### config.mk
export PLATFORM = sky130hd
export DESIGN_NAME = branch_redirect
export DESIGN_NICKNAME = d
export VERILOG_FILES = /design/src/rtl/branch_redirect.sv
export SDC_FILE = /design/constraint.sdc
export NUM_CORES = 1
export LEC_CHECK = 0
export ABC_AREA = 1
export ABC_CLOCK_PERIOD_IN_PS = 1800
export CELL_PAD_IN_SITES_DETAIL_PLACEMENT = 0
export CELL_PAD_IN_SITES_GLOBAL_PLACEMENT = 1
export CORE_MARGIN = 2
export CORE_UTILIZATION = 36
export DETAILED_ROUTE_END_ITERATION = 7
export GPL_ROUTABILITY_DRIVEN = 0
export PLACE_DENSITY = 0.81
export SLEW_MARGIN = 5
export SYNTH_ARGS = -nofsm -noshare
export SYNTH_HDL_FRONTEND = slang
export SYNTH_SLANG_ARGS = --single-unit
### constraint.sdc
create_clock -name i_clk -period 1.8 [get_ports i_clk]
set_input_delay 0.18 -clock i_clk [delete_from_list [all_inputs] [get_ports i_clk]]
set_output_delay 0.18 -clock i_clk [all_outputs]
set_load 0.01 [all_outputs]
### src/rtl/branch_redirect.sv
// EX-stage branch resolution: computes outcome and target, detects misprediction and
// issues a registered PC redirect plus IF/ID flush. Optional counters: BR_REDIRECT_STATS_EN.
module branch_redirect #(
  parameter int XLEN         = 32,
  parameter int FLUSH_CYCLES = 2
) (
  input  logic            i_clk,
  input  logic            i_rst_n,
  input  logic            i_ex_valid,
  input  logic            i_stall,
  input  logic            i_is_branch,
  input  logic            i_is_jal,
  input  logic            i_is_jalr,
  input  logic            i_br_success,
  input  logic            i_pred_taken,
  input  logic [XLEN-1:0] i_ex_pc,
  input  logic [XLEN-1:0] i_imm,
  input  logic [XLEN-1:0] i_rs1,
  output logic            o_redirect,
  output logic [XLEN-1:0] o_redirect_pc,
  output logic            o_flush_if,
  output logic            o_flush_id,
  output logic            o_misalign,
  output logic            o_busy
`ifdef BR_REDIRECT_STATS_EN
  ,
  output logic [31:0]     o_br_count,
  output logic [31:0]     o_mispred_count
`endif
);

  typedef enum logic [1:0] {
    ST_IDLE     = 2'd0,
    ST_REDIRECT = 2'd1,
    ST_FLUSH    = 2'd2
  } state_e;

  // FLUSH holds FLUSH_CYCLES-1 cycles after the REDIRECT cycle; counter runs down to 0.
  localparam logic [2:0] CNT_INIT = (FLUSH_CYCLES > 1) ? 3'(FLUSH_CYCLES - 2) : 3'd0;

  state_e          state_q, state_d;
  logic [2:0]      cnt_q, cnt_d;
  logic [XLEN-1:0] redirect_pc_q, redirect_pc_d;
  logic            misalign_q, misalign_d;

  logic            accept;
  logic            is_ctrl;
  logic            taken;
  logic [XLEN-1:0] jalr_sum;
  logic [XLEN-1:0] target;
  logic [XLEN-1:0] fallthru;
  logic            mispredict;
  logic            tgt_misaligned;
  logic            start_redirect;

  assign accept         = i_ex_valid & ~i_stall & (state_q == ST_IDLE);
  assign is_ctrl        = i_is_branch | i_is_jal | i_is_jalr;
  assign taken          = i_is_jal | i_is_jalr | (i_is_branch & i_br_success);
  assign jalr_sum       = i_rs1 + i_imm;
  assign target         = i_is_jalr ? (jalr_sum & ~XLEN'(1)) : (i_ex_pc + i_imm);
  assign fallthru       = i_ex_pc + XLEN'(4);
  assign mispredict     = (taken != i_pred_taken);
  assign tgt_misaligned = taken & target[1];
  // Misaligned taken target suppresses the redirect even when mispredicted.
  assign start_redirect = accept & mispredict & ~tgt_misaligned;

  always_comb begin
    state_d       = state_q;
    cnt_d         = cnt_q;
    redirect_pc_d = redirect_pc_q;
    misalign_d    = accept & tgt_misaligned;
    unique case (state_q)
      ST_IDLE: begin
        if (start_redirect) begin
          state_d       = ST_REDIRECT;
          redirect_pc_d = taken ? target : fallthru;
        end
      end
      ST_REDIRECT: begin
        cnt_d   = CNT_INIT;
        state_d = (FLUSH_CYCLES == 1) ? ST_IDLE : ST_FLUSH;
      end
      ST_FLUSH: begin
        if (cnt_q == 3'd0) begin
          state_d = ST_IDLE;
        end else begin
          cnt_d = cnt_q - 3'd1;
        end
      end
      default: state_d = ST_IDLE;
    endcase
  end

  always_ff @(posedge i_clk or negedge i_rst_n) begin
    if (!i_rst_n) begin
      state_q       <= ST_IDLE;
      cnt_q         <= 3'd0;
      redirect_pc_q <= '0;
      misalign_q    <= 1'b0;
    end else begin
      state_q       <= state_d;
      cnt_q         <= cnt_d;
      redirect_pc_q <= redirect_pc_d;
      misalign_q    <= misalign_d;
    end
  end

  assign o_redirect    = (state_q == ST_REDIRECT);
  assign o_flush_if    = (state_q != ST_IDLE);
  assign o_flush_id    = (state_q != ST_IDLE);
  assign o_busy        = (state_q != ST_IDLE);
  assign o_misalign    = misalign_q;
  assign o_redirect_pc = redirect_pc_q;

`ifdef BR_REDIRECT_STATS_EN
  logic [31:0] br_count_q, br_count_d;
  logic [31:0] mispred_count_q, mispred_count_d;

  always_comb begin
    br_count_d      = br_count_q + {31'd0, accept & is_ctrl};
    mispred_count_d = mispred_count_q + {31'd0, start_redirect};
  end

  always_ff @(posedge i_clk or negedge i_rst_n) begin
    if (!i_rst_n) begin
      br_count_q      <= 32'd0;
      mispred_count_q <= 32'd0;
    end else begin
      br_count_q      <= br_count_d;
      mispred_count_q <= mispred_count_d;
    end
  end

  assign o_br_count      = br_count_q;
  assign o_mispred_count = mispred_count_q;
`endif

endmodule

After elaboration in Yosys (flattened, before gate mapping)
Index checks and enable logic that the tools add are counted.
Word-level totals
  logic and storage cells: 39
  register bits: 38
  bits of input ports: 105
Cells by class
  equality and inequality tests: 6
  muxes and demuxes: 7
  reduce and logical (&&, ||, !) cells: 7
  bitwise gates (word level): 11
  add/sub/neg operators: 4
Operators by type and width (number)
  32-bit adder: 2
  32-bit 2-to-1 mux: 2
  32-bit by 3-bit adder with 32-bit output (second input constant): 1
  1-bit bitwise AND: 7
  2-bit != test (second input constant): 3
  2-bit case mux with 3 select lines: 1
  3-bit case mux with 2 select lines: 1
  2-bit AND reduction: 3
  2-bit 2-to-1 mux: 2
  2-bit nonzero test: 2
  3-bit zero test: 1
  3-bit 2-to-1 mux: 1
  3-bit by 1-bit subtractor with 3-bit output (second input constant): 1
  2-bit by 1-bit equality test with 1-bit output (second input constant): 1
  2-bit equality test (second input constant): 1
  2-bit zero test: 1
  1-bit inverter: 2
  1-bit bitwise OR: 2
  1-bit != test: 1

Logic depth before layout (Yosys ltp)
Gate-level depths: netlist (run 1).
  depth after elaboration: 7
  mapped depth: 16

Least setup slack after synthesis (run 1)
Ideal clock, no wire load.
  path kind: input-to-reg
  from: input i_ex_pc[0]
  to: register redirect_pc_q[9], in the netlist o_redirect_pc[9]
  stages on the path: 11
  arrival time: 1.589 ns
  required time: 1.682 ns
  slack: 0.093 ns
  cell sequence: ha_1 -> inv_1 -> fa_1 -> nor2_1 -> nand2_1 -> o21ai_0 -> nor2_2 -> buf_6 -> o21ai_0 -> a21oi_1 -> nor2_1
Between the ends
  word-level cells in the longest chain between the ends: 6
  elaborated cells between the ends (all ways): 8
RTL lines
  from (decl): line 16  | input logic [XLEN-1:0] i_ex_pc,
  32-bit adder: line 60  | assign target = i_is_jalr ? (jalr_sum & ~XLEN'(1)) : (i_ex_pc + i_imm);
  32-bit 2-to-1 mux: line 60
  1-bit bitwise AND: line 63  | assign tgt_misaligned = taken & target[1];
  1-bit inverter: line 65  | assign start_redirect = accept & mispredict & ~tgt_misaligned;
  1-bit bitwise AND: line 65
  2-bit AND reduction (no source line)
  to (signal assigned): line 103  | redirect_pc_q <= redirect_pc_d;
  to (decl): line 43  | logic [XLEN-1:0] redirect_pc_q, redirect_pc_d;
Parallel ways exist; a longest one is shown, timed or not.
A chain may end at the register's enable or synchronous reset.

Worst setup path after layout (run 1)
  from: input i_rs1[28]
  to: register redirect_pc_q[30], in the netlist o_redirect_pc[30]
Between the ends
  word-level cells in the longest chain between the ends: 3
RTL lines
  from (decl): line 18  | input logic [XLEN-1:0] i_rs1,
  32-bit adder: line 59  | assign jalr_sum = i_rs1 + i_imm;
  32-bit 2-to-1 mux: line 60
  32-bit 2-to-1 mux: line 76  | redirect_pc_d = taken ? target : fallthru;
No other way between the ends.

==> results of run 1 <==
-- state kept, by name, summed over array words and instances, names as in the netlist --
signal / count
o_redirect_pc: 32
cnt_q: 3
state_q: 2
o_misalign: 1
-- per-layer routing --
layer	routed length, µm	track usage (%)	vias to the layer above
li1	-	-	5262
met1	14100	37.0	4631
met2	15000	48.4	268
met3	1730	2.06	51
met4	819	7.08	0
met5	0	0	-
-- stage by stage --
stage	util (%)	area [µm²]	cells	setup TNS [ps]	setup WS, ps
2_1_floorplan	-	7720	1469	0	93.1
3_3_place_gp	52.2	11000	2075	-20700	-796
3_5_place_dp	52.2	11000	2075	-21220	-828
4_1_cts	59.0	12400	2092	0	0.552
5_1_grt	61.4	12900	2100	-216	-39.4
6_report	61.4	12900	2100	0	48.1
-- cell families after synthesis --
kind of cell	count (synthesis)	share of synthesized area, %
xor+xnor	22	2.50
flops	38	12.3
buf+inv	306	15.5
simple gates	924	50.9
compound gates	113	7.86
fa+ha+maj	66	10.9
-- power breakdown --
group / total (W) / internal [W] / switching, W
logic: 0.00422 / 0.00200 / 0.00222
registers: 0.00123 / 0.00109 / 0.000135
clock network: 0.000909 / 0.000548 / 0.000361
-- layout by cell type, fill, tap and decap left out, types with 6 or more instances in the layout --
cell type and count:
sky130_fd_sc_hd__nor2_4 18, sky130_fd_sc_hd__xnor2_1 9, sky130_fd_sc_hd__dlymetal6s2s_1 9, sky130_fd_sc_hd__nor2_2 36, sky130_fd_sc_hd__ha_4 61, sky130_fd_sc_hd__o21ai_1 8
sky130_fd_sc_hd__nand2_4 21, sky130_fd_sc_hd__nand3b_1 13, sky130_fd_sc_hd__clkbuf_2 26, sky130_fd_sc_hd__nand3_1 94, sky130_fd_sc_hd__xor2_1 12, sky130_fd_sc_hd__dlygate4sd2_1 49
sky130_fd_sc_hd__inv_1 257, sky130_fd_sc_hd__inv_2 25, sky130_fd_sc_hd__a21oi_2 25, sky130_fd_sc_hd__buf_4 208, sky130_fd_sc_hd__nor3_2 9, sky130_fd_sc_hd__nand2_1 510
sky130_fd_sc_hd__clkdlybuf4s50_1 50, sky130_fd_sc_hd__dfrtp_1 38, sky130_fd_sc_hd__o21ai_0 22, sky130_fd_sc_hd__nor2_1 68, sky130_fd_sc_hd__a21oi_1 33, sky130_fd_sc_hd__nand2_2 71
sky130_fd_sc_hd__buf_6 9, sky130_fd_sc_hd__buf_12 7, sky130_fd_sc_hd__nand3_2 36, sky130_fd_sc_hd__o21bai_1 6, sky130_fd_sc_hd__nand4_1 16
-- worst min-delay path by stage --
stage | from | to | slack, ps | cells after the start
after detailed placement | i_rst_n | state_q[1] | 260 | 2
after CTS | i_ex_pc[0] | o_redirect_pc[0] | 280 | 3
final | i_ex_pc[0] | o_redirect_pc[0] | 200 | 3
after global routing | i_ex_pc[0] | o_redirect_pc[0] | 210 | 3
after global placement | i_rst_n | state_q[1] | 260 | 2
after floorplan | i_rst_n | cnt_q[0] | -120 | 0
-- worst max-delay path: cells and delay by family --
kind	cells	cell delay (ps)
buffers and inverters	1	450
adders and majority gates	1	310
and+or+nand+nor	9	980
-- area by class of cell --
cell class	count	area [µm²]	share of cell area, %
clock buffers	6	139	1.08
multi-input cells	1125	7270	56.3
inverters	287	1080	8.40
clock inverters	2	12.5	0.0969
flip-flops and latches	38	951	7.37
repair buffers	367	3110	24.1
well taps	275	344	2.67
-- what timing repair did --
action,in CTS,in global routing
pin swaps,65,81
cloned,3,0
hold buffers,1,0
setup endpoints to repair,33,31
endpoints found under the hold margin,38,0
resized for setup,312,203
buffers inserted,6,8
==> results by stage, run 1 <==
Run status:
- The run finished with clean final reports.

Synthesis:
- Sorting the synthesized cells by how often they occur yields sky130_fd_sc_hd__nand2_1, sky130_fd_sc_hd__inv_1, sky130_fd_sc_hd__nand3_1, sky130_fd_sc_hd__nor2_1, sky130_fd_sc_hd__ha_1.
- The netlist uses 47 different library cells.
- The sequential share of the synthesized area is 12.3%.
- The dominant synthesized flop cell is sky130_fd_sc_hd__dfrtp_1.
- The most frequent cell after synthesis is sky130_fd_sc_hd__nand2_1.
- Yosys printed 0 warnings.
- The share of async-settable or async-resettable flops after synthesis is between 90% and 100%.
- The post-synthesis cell count is 1469.
- The number of enable flip-flop cells after synthesis is 0.
- The count of state elements after synthesis is 38.
- sky130_fd_sc_hd__nand2_1 takes more of the synthesized area than any other cell.
- The mapped netlist covers 0.00772 mm².
- The synthesized design devotes to its leading area cell type between 20% and 30% of total area.
- In the post-synthesis netlist, the biggest area contributors are sky130_fd_sc_hd__nand2_1, sky130_fd_sc_hd__inv_1, sky130_fd_sc_hd__dfrtp_1.
- The post-synthesis average cell area is 5.26 µm².
- Synthesis produced a netlist with a net count of around 1600.

Global route:
- The maximum number of pins on one net before global-route repair is 39.
- The number of antenna violations at the first check in global routing is 0.
- The first global-routing pass estimated 48.8 mm of wire.
- The total congestion overflow is 0.
- The number of global-route vias before repair was 9780.
- The total track usage is 27.7%.

Floorplan:
- The floorplan die height is between 150 and 200 µm.
- The die covers 0.0226 mm².
- approximately 140 I/O pins were placed.
- The number of placement rows is 53.
- For this configuration, the core starts out at a cell density of 36.7%.
- The placeable core region is 0.0210 mm².
- The width of the die is 150 µm.

Critical path:
- The data required time at the worst endpoint is 1990 ps.
- The terminus of the critical flop-to-flop path is o_redirect_pc[24].
- Tracing the worst setup path back leads to its startpoint at i_rs1[28].
- The worst setup path endpoint is o_redirect_pc[30].
- The startpoint identified for the worst register-to-register timing path is state_q[0].
- Walking the worst path, the cells encountered are clkdlybuf4s50_1 > ha_4 > nand2_1 > nor4_2 > nand2_2 > nand2_1 > nand2_1 > nand3_2 > nand3_2 > nand2_1 > nand2_1.
- Data on the critical path arrives at its endpoint at 1940 ps.
- The worst register-to-register path has a depth of 11.
- The capturing element type of the critical path is a register.
- In this run the register-to-register setup slack is ~90 ps.
- For this run, the slowest stage of the critical path takes roughly 450 ps.
- Counting stages on the worst path, the most repeated cell is sky130_fd_sc_hd__nand2_1.
- The cell at the slowest stage of the critical path is sky130_fd_sc_hd__clkdlybuf4s50_1.
- The largest driver fanout on the critical path is 4.
- The worst setup path is of the in2reg kind.
- STA classifies the critical path startpoint as a primary input.

Pwr:
- The maximum ir drop on the vdd rail is roughly 0.35 mV.
- In this run the static leakage power is between 6 and 7 nW.
- After layout, the design draws a total of between 0.006 and 0.007 W.
- The power per unit of standard cell area is 492 mW/mm².

STA:
- The post-route clock skew is ~3.1 ps.
- The total count of max-transition violations in the final report was 0.
- The headroom to the max-slew limit is 65.8%.
- The post-layout minimum cycle time is 1750 ps.
- Setup repair after global routing could not meet its margin everywhere.
- After layout, the worst path uses 97.3% of the clock period.
- At the pin with the least slew margin, the transition time is between 500 and 600 ps.
- Hold is met by 200 ps.
- The count of endpoints failing hold in the final timing report is 0.
- Setup violations remaining at the end of the flow were counted as 0.
- For this run, the top clock speed supported by timing is 571 MHz.

Drt:
- The aggregate routed wire length is 31.7 mm.
- The mean number of vias per cell is 4.86.
- The post-detailed-route wirelength per cell is 15.1 µm.
- In this run, the number of DRC markers left after iteration 0 of detailed routing was 501.
- The antenna violation net count after detailed routing is 0.
- The first TritonRoute pass finished after 5 iterations.
- For this run, design rule violations remaining after detail routing come to 0.
- The vias after detailed routing is a little over 10000.

CTS:
- The H-tree was split into 2 levels.
- The TritonCTS clock tree is done.
- The total CTS buffers is 5.
- The clock root buffer master is sky130_fd_sc_hd__clkbuf_16.
- For this design, the sink count on the clock tree is 38.
- Counting along the longest clock path gives a buffer depth of 2.
- The register clock-pin slew on the reported worst setup and hold paths is roughly 60 ps.
- The clock reaches the later pin of the worst-skew pair after 290 ps.

Placement:
- In this run the tool buffered the top-level ports with 141 buffer cells.
- The HPWL after detailed placement is roughly 25 mm.

Layout:
- The antenna diode instance count is 0.
- The area growth from synthesis to layout is 67.2%.
- The fill cell instance count of the final layout is around 2000.
- In the final design database the tool counted 1995 nets.
- Cells with a size suffix above 1 make up 32.4% of the layout.

Worst hold path:
- The tightest min-delay check is of the in2reg type.

Run:
- The max-cap violation count is 0.
Power figures use the tool's default switching activity.
==> run 2, diff against run 1 <==
--- a/config.mk
+++ b/config.mk
@@ -14,7 +14,7 @@
 export DETAILED_ROUTE_END_ITERATION = 7
 export GPL_ROUTABILITY_DRIVEN = 0
 export PLACE_DENSITY = 0.81
-export SLEW_MARGIN = 5
+export SLEW_MARGIN = 20
 export SYNTH_ARGS = -nofsm -noshare
 export SYNTH_HDL_FRONTEND = slang
 export SYNTH_SLANG_ARGS = --single-unit
==> results of run 2 <==
Same layout as run 1: the final DEF is identical, and so are final timing and power.
